<file path="src/rtl/bus_bridge_slave.sv">
// Bus slave that forwards serial bus transactions to a remote board over UART.
// Read replies come back as one UART byte and are shifted onto the bus LSB first.
module uart #(
    parameter int CLOCKS_PER_PULSE = 5208,
    parameter int TX_DATA_WIDTH    = 8,
    parameter int RX_DATA_WIDTH    = 8
) (
    input  logic                     clk,
    input  logic                     rstn,
    input  logic [TX_DATA_WIDTH-1:0] data_input,
    input  logic                     data_en,
    output logic                     tx,
    output logic                     tx_busy,
    input  logic                     rx,
    output logic                     ready,
    output logic [RX_DATA_WIDTH-1:0] data_output
);
    localparam int KW = $clog2(CLOCKS_PER_PULSE + 1);
    localparam int LW = $clog2(TX_DATA_WIDTH + 2);
    localparam int BW = $clog2(RX_DATA_WIDTH + 1);
    localparam logic [KW-1:0] K_LAST = KW'(CLOCKS_PER_PULSE - 1);
    localparam logic [KW-1:0] K_HALF = KW'(CLOCKS_PER_PULSE / 2);
    localparam logic [BW-1:0] B_LAST = BW'(RX_DATA_WIDTH - 1);

    typedef enum logic [1:0] {R_IDLE, R_START, R_DATA, R_STOP} rx_state_t;

    logic                     r_tx;
    logic                     r_tx_busy;
    logic [KW-1:0]            r_tx_clk;
    logic [LW-1:0]            r_tx_left;
    logic [TX_DATA_WIDTH:0]   r_tx_sh;
    rx_state_t                r_rx_st;
    logic                     r_rx_s1;
    logic                     r_rx_s2;
    logic [KW-1:0]            r_rx_clk;
    logic [BW-1:0]            r_rx_bit;
    logic [RX_DATA_WIDTH-1:0] r_rx_sh;
    logic [RX_DATA_WIDTH-1:0] r_rx_data;
    logic                     r_ready;

    // Start bit, data LSB first, then one stop bit.
    always_ff @(posedge clk or negedge rstn) begin
        if (!rstn) begin
            r_tx      <= 1'b1;
            r_tx_busy <= 1'b0;
            r_tx_clk  <= '0;
            r_tx_left <= '0;
            r_tx_sh   <= '0;
        end else if (!r_tx_busy) begin
            if (data_en) begin
                r_tx      <= 1'b0;
                r_tx_sh   <= {1'b1, data_input};
                r_tx_left <= LW'(TX_DATA_WIDTH + 1);
                r_tx_clk  <= '0;
                r_tx_busy <= 1'b1;
            end
        end else if (r_tx_clk != K_LAST) begin
            r_tx_clk <= r_tx_clk + 1'b1;
        end else begin
            r_tx_clk <= '0;
            if (r_tx_left == '0) begin
                r_tx_busy <= 1'b0;
                r_tx      <= 1'b1;
            end else begin
                r_tx      <= r_tx_sh[0];
                r_tx_sh   <= r_tx_sh >> 1;
                r_tx_left <= r_tx_left - 1'b1;
            end
        end
    end

    always_ff @(posedge clk or negedge rstn) begin
        if (!rstn) begin
            r_rx_st   <= R_IDLE;
            r_rx_s1   <= 1'b1;
            r_rx_s2   <= 1'b1;
            r_rx_clk  <= '0;
            r_rx_bit  <= '0;
            r_rx_sh   <= '0;
            r_rx_data <= '0;
            r_ready   <= 1'b0;
        end else begin
            r_rx_s1 <= rx;
            r_rx_s2 <= r_rx_s1;
            unique case (r_rx_st)
                R_IDLE: begin
                    if (!r_rx_s2) begin
                        r_rx_st  <= R_START;
                        r_rx_clk <= '0;
                        r_ready  <= 1'b0;
                    end
                end
                R_START: begin
                    if (r_rx_clk == K_HALF) begin
                        r_rx_clk <= '0;
                        r_rx_bit <= '0;
                        r_rx_st  <= r_rx_s2 ? R_IDLE : R_DATA;
                    end else begin
                        r_rx_clk <= r_rx_clk + 1'b1;
                    end
                end
                R_DATA: begin
                    if (r_rx_clk == K_LAST) begin
                        r_rx_clk <= '0;
                        r_rx_sh  <= {r_rx_s2, r_rx_sh[RX_DATA_WIDTH-1:1]};
                        if (r_rx_bit == B_LAST) r_rx_st <= R_STOP;
                        else r_rx_bit <= r_rx_bit + 1'b1;
                    end else begin
                        r_rx_clk <= r_rx_clk + 1'b1;
                    end
                end
                R_STOP: begin
                    if (r_rx_clk == K_LAST) begin
                        r_rx_clk  <= '0;
                        r_rx_st   <= R_IDLE;
                        r_rx_data <= r_rx_sh;
                        r_ready   <= 1'b1;
                    end else begin
                        r_rx_clk <= r_rx_clk + 1'b1;
                    end
                end
                default: r_rx_st <= R_IDLE;
            endcase
        end
    end

    assign tx          = r_tx;
    assign tx_busy     = r_tx_busy;
    assign ready       = r_ready;
    assign data_output = r_rx_data;
endmodule

module bus_bridge_slave #(
    parameter int ADDR_WIDTH            = 12,
    parameter int DATA_WIDTH            = 8,
    parameter int UART_CLOCKS_PER_PULSE = 5208,
    parameter int RD_TIMEOUT            = 1000000
) (
    input  logic clk,
    input  logic rstn,
    input  logic swdata,
    input  logic smode,
    input  logic mvalid,
    output logic srdata,
    output logic svalid,
    output logic sready,
    output logic u_tx,
    input  logic u_rx,
    output logic rd_timeout
);
    localparam int FW   = 1 + DATA_WIDTH + ADDR_WIDTH;
    localparam int MAXW = (ADDR_WIDTH > DATA_WIDTH) ? ADDR_WIDTH : DATA_WIDTH;
    localparam int CW   = $clog2(MAXW + 1);
    localparam int TW   = $clog2(RD_TIMEOUT + 1);
    localparam logic [CW-1:0] A_LAST = CW'(ADDR_WIDTH - 1);
    localparam logic [CW-1:0] D_LAST = CW'(DATA_WIDTH - 1);
    localparam logic [CW-1:0] D_END  = CW'(DATA_WIDTH);
    localparam logic [TW-1:0] T_LAST = TW'(RD_TIMEOUT - 1);

    typedef enum logic [2:0] {
        S_IDLE, S_ADDR, S_WDATA, S_TX_REQ, S_TX_WAIT, S_RX_WAIT, S_RDATA
    } state_t;

    state_t                r_state;
    logic                  r_mode;
    logic [ADDR_WIDTH-1:0] r_addr;
    logic [DATA_WIDTH-1:0] r_data;
    logic [CW-1:0]         r_cnt;
    logic [TW-1:0]         r_tmo;
    logic                  r_seen;
    logic                  r_rdy_q;
    logic                  r_data_en;
    logic [FW-1:0]         r_frame;
    logic                  r_sready;
    logic                  r_svalid;
    logic                  r_srdata;
    logic                  r_rd_timeout;

    logic                  w_tx_busy;
    logic                  w_rx_ready;
    logic [DATA_WIDTH-1:0] w_rx_data;
    logic [ADDR_WIDTH-1:0] w_addr_sh;
    logic [DATA_WIDTH-1:0] w_data_sh;
    logic                  w_rdy_edge;

    uart #(
        .CLOCKS_PER_PULSE(UART_CLOCKS_PER_PULSE),
        .TX_DATA_WIDTH   (FW),
        .RX_DATA_WIDTH   (DATA_WIDTH)
    ) u_uart (
        .clk        (clk),
        .rstn       (rstn),
        .data_input (r_frame),
        .data_en    (r_data_en),
        .tx         (u_tx),
        .tx_busy    (w_tx_busy),
        .rx         (u_rx),
        .ready      (w_rx_ready),
        .data_output(w_rx_data)
    );

    // Serial bits arrive LSB first, so shift in from the top.
    always_comb begin
        w_addr_sh = r_addr >> 1;
        w_addr_sh[ADDR_WIDTH-1] = swdata;
        w_data_sh = r_data >> 1;
        w_data_sh[DATA_WIDTH-1] = swdata;
    end

    assign w_rdy_edge = w_rx_ready & ~r_rdy_q;

    always_ff @(posedge clk or negedge rstn) begin
        if (!rstn) begin
            r_state      <= S_IDLE;
            r_mode       <= 1'b0;
            r_addr       <= '0;
            r_data       <= '0;
            r_cnt        <= '0;
            r_tmo        <= '0;
            r_seen       <= 1'b0;
            r_rdy_q      <= 1'b0;
            r_data_en    <= 1'b0;
            r_frame      <= '0;
            r_sready     <= 1'b1;
            r_svalid     <= 1'b0;
            r_srdata     <= 1'b0;
            r_rd_timeout <= 1'b0;
        end else begin
            r_data_en    <= 1'b0;
            r_rd_timeout <= 1'b0;
            r_rdy_q      <= w_rx_ready;
            unique case (r_state)
                S_IDLE: begin
                    if (mvalid) begin
                        r_mode   <= smode;
                        r_addr   <= w_addr_sh;
                        r_sready <= 1'b0;
                        if (ADDR_WIDTH == 1) begin
                            r_cnt   <= '0;
                            r_state <= smode ? S_WDATA : S_TX_REQ;
                        end else begin
                            r_cnt   <= CW'(1);
                            r_state <= S_ADDR;
                        end
                    end
                end
                S_ADDR: begin
                    if (mvalid) begin
                        r_addr <= w_addr_sh;
                        if (r_cnt == A_LAST) begin
                            r_cnt   <= '0;
                            r_state <= r_mode ? S_WDATA : S_TX_REQ;
                        end else begin
                            r_cnt <= r_cnt + 1'b1;
                        end
                    end
                end
                S_WDATA: begin
                    if (mvalid) begin
                        r_data <= w_data_sh;
                        if (r_cnt == D_LAST) begin
                            r_cnt   <= '0;
                            r_state <= S_TX_REQ;
                        end else begin
                            r_cnt <= r_cnt + 1'b1;
                        end
                    end
                end
                S_TX_REQ: begin
                    if (!w_tx_busy) begin
                        r_frame   <= {r_mode, r_mode ? r_data : '0, r_addr};
                        r_data_en <= 1'b1;
                        r_seen    <= 1'b0;
                        r_state   <= S_TX_WAIT;
                    end
                end
                S_TX_WAIT: begin
                    if (w_tx_busy) begin
                        r_seen <= 1'b1;
                    end else if (r_seen) begin
                        if (r_mode) begin
                            r_sready <= 1'b1;
                            r_state  <= S_IDLE;
                        end else begin
                            r_tmo   <= '0;
                            r_state <= S_RX_WAIT;
                        end
                    end
                end
                S_RX_WAIT: begin
                    // A reply edge beats a simultaneous timeout.
                    if (w_rdy_edge) begin
                        r_svalid <= 1'b1;
                        r_srdata <= w_rx_data[0];
                        r_data   <= w_rx_data >> 1;
                        r_cnt    <= CW'(1);
                        r_state  <= S_RDATA;
                    end else if (r_tmo == T_LAST) begin
                        r_rd_timeout <= 1'b1;
                        r_svalid     <= 1'b1;
                        r_srdata     <= 1'b1;
                        r_data       <= '1;
                        r_cnt        <= CW'(1);
                        r_state      <= S_RDATA;
                    end else begin
                        r_tmo <= r_tmo + 1'b1;
                    end
                end
                S_RDATA: begin
                    if (r_cnt == D_END) begin
                        r_svalid <= 1'b0;
                        r_srdata <= 1'b0;
                        r_sready <= 1'b1;
                        r_cnt    <= '0;
                        r_state  <= S_IDLE;
                    end else begin
                        r_srdata <= r_data[0];
                        r_data   <= r_data >> 1;
                        r_cnt    <= r_cnt + 1'b1;
                    end
                end
                default: r_state <= S_IDLE;
            endcase
        end
    end

    assign srdata     = r_srdata;
    assign svalid     = r_svalid;
    assign sready     = r_sready;
    assign rd_timeout = r_rd_timeout;
endmodule
</file>
<file path="config.mk">
export PLATFORM = sky130hd
export DESIGN_NAME = bus_bridge_slave
export DESIGN_NICKNAME = d
export VERILOG_FILES = /design/src/rtl/bus_bridge_slave.sv
export SDC_FILE = /design/constraint.sdc
export NUM_CORES = 1
export LEC_CHECK = 0
export ABC_AREA = 1
export CAP_MARGIN = 20
export CORE_AREA = 3 3 120 122
export CTS_BUF_LIST = sky130_fd_sc_hd__clkbuf_16
export DETAILED_ROUTE_END_ITERATION = 12
export DIE_AREA = 0 0 123 125
export HOLD_SLACK_MARGIN = 0.05
export PLACE_DENSITY = 0.88
export SYNTH_ARGS = -nofsm -noshare
export SYNTH_HDL_FRONTEND = slang
export SYNTH_SLANG_ARGS = --single-unit
</file>
<file path="constraint.sdc">
create_clock -name clk -period 2.9 [get_ports clk]
set_clock_uncertainty 0.05 [all_clocks]
set_input_delay 0.29 -clock clk [delete_from_list [all_inputs] [get_ports clk]]
set_output_delay 0.29 -clock clk [all_outputs]
set_load 0.05 [all_outputs]
</file>
# --- Yosys cells after proc, flatten, opt, wreduce, memory -nomap -nowiden ---
# Index checks and enable logic that the tools add are counted.
word_totals:
  ff_bits: 156
  inputBits: 6
  out_inout_bits: 5
classes:
  n_addsub: 6
  n_eq_ne: 41
  mux: 93
  n_bitwise: 3
  n_reduce_logical: 32
op_table:
  columns: ["cell", "n"]
  rows:
  - ["20-bit 2-to-1 mux", 5]
  - ["22-bit 2-to-1 mux", 4]
  - ["13-bit 2-to-1 mux", 6]
  - ["4-bit 2-to-1 mux", 11]
  - ["8-bit 2-to-1 mux", 5]
  - ["20-bit one-hot mux with 2 select lines", 1]
  - ["13-bit one-hot mux with 3 select lines", 1]
  - ["3-bit 2-to-1 mux", 12]
  - ["2-bit inequality test (second input constant)", 18]
  - ["1-bit 2-to-1 mux", 28]
  - ["13-bit by 1-bit adder with 13-bit output (second input constant)", 2]
  - ["8-bit one-hot mux with 3 select lines", 1]
  - ["3-bit one-hot mux with 7 select lines", 1]
  - ["20-bit by 1-bit adder with 20-bit output (second input constant)", 1]
  - ["20-bit equality test (second input constant)", 1]
  - ["5-bit 2-to-1 mux", 4]
  - ["4-bit one-hot mux with 5 select lines", 1]
  - ["2-bit AND reduction", 7]
  - ["13-bit by 12-bit equality test with 1-bit output (second input constant)", 1]
  - ["13-bit equality test (second input constant)", 1]
  - ["13-bit inequality test (second input constant)", 1]
  - ["2-bit 2-to-1 mux", 6]
  - ["3-bit AND reduction", 4]
  - ["6-bit AND reduction", 2]
  - ["other kinds (27)", 51]

# --- Longest topological paths before layout ---
# Gate-level depths: netlist (run 1).
depth:
  depth_word: 4
  ltp_mapped: 12

# --- Hierarchy ---
# Synthesis (run 1) repeated with hierarchy kept, for this count alone.
unflattened:
  hier_cells: 972
  area_unflattened_um2: 8105.3
by_module_without_submodules:
  columns: ["mod", "n_inst", "cells_each", "area_each_um2", "seq_area_each_um2"]
  rows:
  - ["bus_bridge_slave", 1, 515, 4096.4, 1903.1]
  - ["uart", 1, 457, 4008.8, 2005.7]

# --- Least setup slack after synthesis (run 1) ---
# Ideal clock, no wire load.
synth_path:
  path_kind: "register to register"
  from: "register r_tmo[0]"
  to: "register r_tmo[14]"
  arrival_ns: 1.530
  required_ns: 2.733
  setup_slack_ns: 1.203
  path_stages_with_launch: 10
  n_path_buf: 1
  cell_sequence: "dfrtp_1 ha_1 nand3_2 nor2_1 nand3_1 nand2_1 nand2_2 buf_2 nand3_1 nand2_1"
synth_via:
  elab_chain_len: 4
synth_lines:
  columns: ["item", "line_no", "rtl"]
  rows:
  - ["start: declaration", "169", "logic [TW-1:0] r_tmo;"]
  - ["start signal: assignment", "306", "r_tmo <= r_tmo + 1'b1;"]
  - ["20-bit by 1-bit adder with 20-bit output", "306", null]
  - ["20-bit 2-to-1 mux", "298", "end else if (r_tmo == T_LAST) begin"]
  - ["20-bit 2-to-1 mux", "292", "if (w_rdy_edge) begin"]
  - ["20-bit one-hot mux with 2 select lines", "232", "unique case (r_state)"]
# Parallel ways exist; a longest one is shown, timed or not. The select of a mux whose other input is x is not followed.
# A chain may end at the register's enable or synchronous reset.

# --- Final worst setup path (run 1) ---
# Ends and elaborated chain as after synthesis.

==> flow_summary.json, run 1 <==
{
  "netlist_top_cells_area": "dfrtp_1 (46%), nand2_1 (15%), nand3_1 (6.2%)",
  "p_leak_nw": 4.289,
  "fmax_ghz": 0.4257,
  "crit_arrival_ns": 2.66,
  "portBuffers": 10,
  "first_pass_iters": 8,
  "cap_violations": 0,
  "area_growth_pct": 9.099,
  "ant_nets": 0,
  "path_max_fanout": 20,
  "root_buffer": "clkbuf_16",
  "post_cts_resized": 0,
  "hold_depth": 1,
  "ys_seq_area_frac": 0.4769,
  "start_kind": "flop",
  "rows": 42,
  "synth_common_cells": "nand2_1 (331), dfrtp_1 (152), inv_1 (113)",
  "grt_pass1_vias": 6636,
  "fillers": 1042,
  "drive_above_1_share": 0.06556,
  "die_x_um": 123,
  "cts_tree": "built",
  "hold_path.class": "in -> reg",
  "yosysTopAreaCell": "dfrtp_1",
  "slew_violations": 0,
  "ys_types": 42,
  "clkSinkCount": 156,
  "hold_viol": 0,
  "status": "complete, no violations",
  "viasPerCell": 5.540,
  "dr.first_iter.drc_count": 550,
  "cts_made_buffers": 17,
  "die_h_um": 125,
  "rsz0062_at_grt": "no",
  "io_pins": 11,
  "reg2reg_depth": 9,
  "nets": 1085,
  "clk-insertion-delay-late_ns": 0.43,
  "avgRoutedWirePerCell_um": 13.80,
  "synthArstFlopShare": 1.000,
  "num_vias": 6975,
  "dp_hpwl_mm": 11.36,
  "grt_pass1_wl_mm": 29.99,
  "synth_most_common_cell": "nand2_1",
  "grt_use_total": 0.2374,
  "setup_viol": 0,
  "crit_type": "reg -> reg",
  "htreeDepth": 4,
  "synth_warnings": 0,
  "diodes": 0,
  "ir_worst_vdd_uv": 583.8,
  "worst_slew_pin_slew_ns": 0.6911,
  "synth_area_um2": 8195,
  "power_density_nw_per_um2": 757.4,
  "avgSynthCellArea_um2": 7.666,
  "r2r_slack_ns": 0.55,
  "grt.overflow.total": 0,
  "grt_max_degree": 66,
  "routed_wl_mm": 17.37,
  "relSlewSlack": 0.5381,
  "start_util": 0.6164,
  "synth.net_count": 1084,
  "drc": 0,
  "die_area_um2": 15380,
  "finalCritPeriodShare": 0.8099,
  "synthCells": 1069,
  "clk_pin_slew_ns": 0.06,
  "setup_tns_ns": 0,
  "gp_congestion": 0.9870,
  "antenna_found_initial": 0,
  "synth-seq-cells": 156,
  "finalCriticalPeriod_ns": 2.349,
  "synth_ff_type": "dfrtp_1",
  "finalPower_mw": 6.772,
  "end_kind": "flop",
  "synth_edf_count": 0,
  "core_um2": 13300,
  "clockBufferDepth": 2,
  "synth_top_area_share": 0.4641,
  "crit_required_ns": 3.21
}
flip-flops by register name, summed over array words and instances (netlist names), 4 cells and up, named ones only:
| name | cells |
|---|---|
| r_addr | 12 |
| r_cnt | 4 |
| r_data | 8 |
| r_frame | 21 |
| r_tmo | 20 |
| u_uart.data_output | 8 |
| u_uart.r_rx_bit | 4 |
| u_uart.r_rx_clk | 13 |
| u_uart.r_rx_sh | 8 |
| u_uart.r_tx_clk | 13 |
| u_uart.r_tx_left | 5 |
| u_uart.r_tx_sh | 22 |
area by class of cell:
| class | instances | area [um^2] | share of cell area |
|---|---|---|---|
| Inverter | 118 | 442.9 | 0.04954 |
| Clock buffer | 17 | 425.4 | 0.04758 |
| Tap cell | 176 | 220.2 | 0.02463 |
| Multi-Input combinational cell | 759 | 3647 | 0.4079 |
| Timing Repair Buffer | 18 | 176.4 | 0.01973 |
| Sequential cell | 156 | 3909 | 0.4372 |
| Clock inverter | 15 | 120.1 | 0.01343 |
per-stage QoR:
stage | cell area, um^2 | setup slack [ns] | hold WS (ns) | utilization | instances
after floorplan | 8195 | 1.203 | -0.05559 | - | 1069
after global placement | 8386 | 0.7372 | 0.2699 | 0.6307 | 1226
after detailed placement | 8386 | 0.6303 | 0.2719 | 0.6307 | 1226
after CTS | 8941 | 0.5949 | 0.2185 | 0.6725 | 1259
after global routing | 8941 | 0.3816 | 0.2273 | 0.6725 | 1259
final | 8941 | 0.5512 | 0.2278 | 0.6725 | 1259
power by group:
part | total [mW] | internal, mW | leakage (nW) | switching [mW]
Clock | 2.09 | 1.24 | 0.291 | 0.857
Combinational | 1.76 | 0.583 | 1.93 | 1.17
Sequential | 2.92 | 2.59 | 2.07 | 0.328
final timing paths:
check | end | start
worst max-delay path | r_tmo[14]$_DFFE_PN0P_ | r_tmo[0]$_DFFE_PN0P_
worst min-delay path | u_uart.r_rx_s1$_DFF_PN1_ | u_rx
worst max register to register | r_tmo[14]$_DFFE_PN0P_ | r_tmo[0]$_DFFE_PN0P_
worst min register to register | u_uart.r_rx_s2$_DFF_PN1_ | u_uart.r_rx_s1$_DFF_PN1_
max in group asynchronous | sready$_DFFE_PN1P_ | rstn
min in group asynchronous | u_uart.r_tx_sh[2]$_DFFE_PN0P_ | rstn
metal layers:
layer	track usage	vias up	routed length, um
li1	-	3452	-
met1	0.3151	3278	7626
met2	0.3850	209	8541
met3	0.05149	36	842
met4	0.08534	0	364
met5	0	-	0
repair_timing:
item	in CTS	in global routing
hold endpoints to repair	62	0
hold buffers	1	0
buffers inserted	0	0
placed cells by master, fill, tap and decap left out, drive strengths merged, types with 8 or more instances in the layout:
master / n
nand2: 340
dfrtp: 152
inv: 122
nand3: 108
nor2: 96
o21ai: 82
nand4: 34
xor2: 21
o22ai: 19
clkbuf: 17
nor3: 15
ha: 9
clkdlybuf4s50: 9
clkinv: 9
buf: 8
logic make-up after synthesis:
logic type	count (synthesis)	share of synthesized area
XOR/XNOR	25	0.02672
adder cells (fa/ha/maj)	9	0.01374
buffers and inverters	154	0.07801
AND/OR/NAND/NOR	603	0.3221
AO/OA/AOI/OAI	122	0.08244
flip-flops	156	0.4769
worst max-delay path: stages, from the launching register on:
cell and delay (ns):
dfrtp_1 0.49, ha_1 0.37, nand3_2 0.19, nor2_1 0.15, nand3_1 0.15, nand2_1 0.16
nand2_2 0.18, nand2_2 0.36, nand2_1 0.11, nand2_1 0.08
Power figures use the tool's default switching activity.
==> run 2: changes to the inputs <==
- clock period: 2.9 -> 2.3 ns (I/O delays scaled with it)
==> run 2 against run 1 <==
Non-clock buffer count grew 6. Total power grew 29%. Cell count up 0.48%. Register-to-register slack got worse by 0.37 ns. Sequential share of layout area is 0.56 points lower. Flip-flop and latch count stayed put. Worst setup slack lost 0.37 ns. Routed wire length grew 3.1%. Global-route usage increased by 1.1 points. Largest power group unchanged.
==> flow_summary.json, run 2 (synthesis results as in run 1) <==
{
  "rsz0062_at_grt": "yes",
  "die_area_um2": 15380,
  "ant_nets": 0,
  "final_cell_count_no_fill": 1265,
  "crit_type": "reg -> reg",
  "grt_pass1_wl_mm": 31.16,
  "cts_made_buffers": 17,
  "diodes": 0,
  "hold_viol": 0,
  "rows": 42,
  "grt.overflow.total": 0,
  "nets": 1091,
  "dp.cells": 1232,
  "cap_violations": 0,
  "cp_cell_sequence": "ha_1, nand3_2, nor2_1, nand3_1, nand3_2, nand3_1, nand2_1, nand2_1",
  "slew_violations": 0,
  "htreeDepth": 4,
  "viasPerCell": 5.606,
  "ir_worst_vdd_uv": 695.9,
  "register_area_um2": 3909,
  "drive_above_1_share": 0.07713,
  "avgRoutedWirePerCell_um": 14.15,
  "start_kind": "flop",
  "clk-insertion-delay-late_ns": 0.43,
  "clockBufferDepth": 2,
  "finalCritPeriodShare": 0.9223,
  "grt_max_degree": 50,
  "setup_tns_ns": 0,
  "start_util": 0.6164,
  "setup_viol": 0,
  "power_density_nw_per_um2": 963.1,
  "biggestRegsByFlops": "u_uart.r_tx_sh: 22 flops, r_frame: 21 flops, r_tmo: 20 flops",
  "multi_input_area_um2": 3647,
  "path_max_fanout": 19,
  "placed_area_um2": 8456,
  "dr.first_iter.drc_count": 658,
  "max_stage_delay_ns": 0.46,
  "drc": 0,
  "largest_reg_flops": 22,
  "worst_slew_pin_slew_ns": 0.6881,
  "largest_register": "u_uart.r_tx_sh",
  "clkSinkCount": 156,
  "finalCriticalPeriod_ns": 2.121,
  "grt_pass1_vias": 6787,
  "num_vias": 7092,
  "die_x_um": 123,
  "layout_commonest_cell": "nand2_1",
  "crit_arrival_ns": 2.39,
  "dp_hpwl_mm": 11.91,
  "finalPower_mw": 8.723,
  "fin_area_um2": 9057,
  "grt_use_total": 0.2489,
  "fmax_ghz": 0.4714,
  "first_pass_iters": 5,
  "p_leak_nw": 4.321,
  "status": "complete, no violations",
  "area_growth_pct": 10.52,
  "hold_path.class": "in -> reg",
  "cts_tree": "built",
  "layout_common_cells": "nand2_1 (331), dfrtp_1 (152), inv_1 (113)",
  "end_kind": "flop",
  "die_h_um": 125,
  "antenna_found_initial": 0,
  "core_um2": 13300,
  "slowest_stage": "dfrtp_1",
  "whs_ns": 0.1515,
  "crit_required_ns": 2.57,
  "gp_congestion": 0.9068,
  "portBuffers": 10,
  "root_buffer": "clkbuf_16",
  "io_pins": 11,
  "routed_wl_mm": 17.91,
  "relSlewSlack": 0.5401,
  "fillers": 1017,
  "clk_pin_slew_ns": 0.06
}
run 2: cell count changes in the layout (fill, tap and decap cells not counted), sizes merged:
cell and change:
inv -1, clkinvlp +2, buf +6, clkinv -1
run 2: per-layer routing:
metal	track usage	wire length [um]	vias up
met3	0.06414	908	28
met2	0.4149	9037	202
met1	0.3207	7711	3396
met5	0	0	-
met4	0.07296	248	0
li1	-	-	3466
run 2: stage by stage:
step                        util  worst slack, ns
after floorplan                -           0.6032
after global placement    0.6360           0.3547
after detailed placement  0.6360           0.2449
after CTS                 0.6813           0.2102
after global routing      0.6813         -0.04423
final                     0.6813           0.1786
run 2: critical path: cells and delay by family, from the launching register on:
kind	cells	cell delay, ns
fa+ha+maj	1	0.31
flops	1	0.46
simple gates	7	1.19
run 2: power breakdown:
group	internal (mW)	switching [mW]	total (mW)	leakage, nW
Sequential	3.27	0.419	3.69	2.07
Clock	1.62	1.18	2.79	0.286
Combinational	0.756	1.48	2.24	1.97
Total	5.64	3.08	8.72	4.32
run 2: final timing paths:
path | depth (start not counted) | slack [ns] | end | from
worst min-delay path | 1 | 0.15 | u_uart.r_rx_s1$_DFF_PN1_ | u_rx
worst max register to register | 8 | 0.18 | r_cnt[2]$_DFFE_PN0P_ | r_tmo[0]$_DFFE_PN0P_
worst max-delay path | 8 | 0.18 | r_cnt[2]$_DFFE_PN0P_ | r_tmo[0]$_DFFE_PN0P_
worst min register to register | 0 | 0.31 | u_uart.r_rx_s2$_DFF_PN1_ | u_uart.r_rx_s1$_DFF_PN1_
min in group asynchronous | 2 | 0.24 | u_uart.r_tx_clk[3]$_DFFE_PN0P_ | rstn
max in group asynchronous | 3 | 1.22 | sready$_DFFE_PN1P_ | rstn
run 2: timing repair:
action / CTS / global route
endpoints found under the hold margin: 42 / 0
endpoints found under the setup margin: 0 / 6
hold buffers: 1 / 0
gates resized for setup: 0 / 0
buffers inserted: 0 / 0
run 2: final cells by class:
| type | count | share of cell area |
|---|---|---|
| Clock inverter | 15 | 0.01837 |
| Sequential cell | 156 | 0.4316 |
| Inverter | 118 | 0.04890 |
| Clock buffer | 17 | 0.04697 |
| Timing Repair Buffer | 24 | 0.02721 |
| Multi-Input combinational cell | 759 | 0.4027 |
| Tap cell | 176 | 0.02431 |
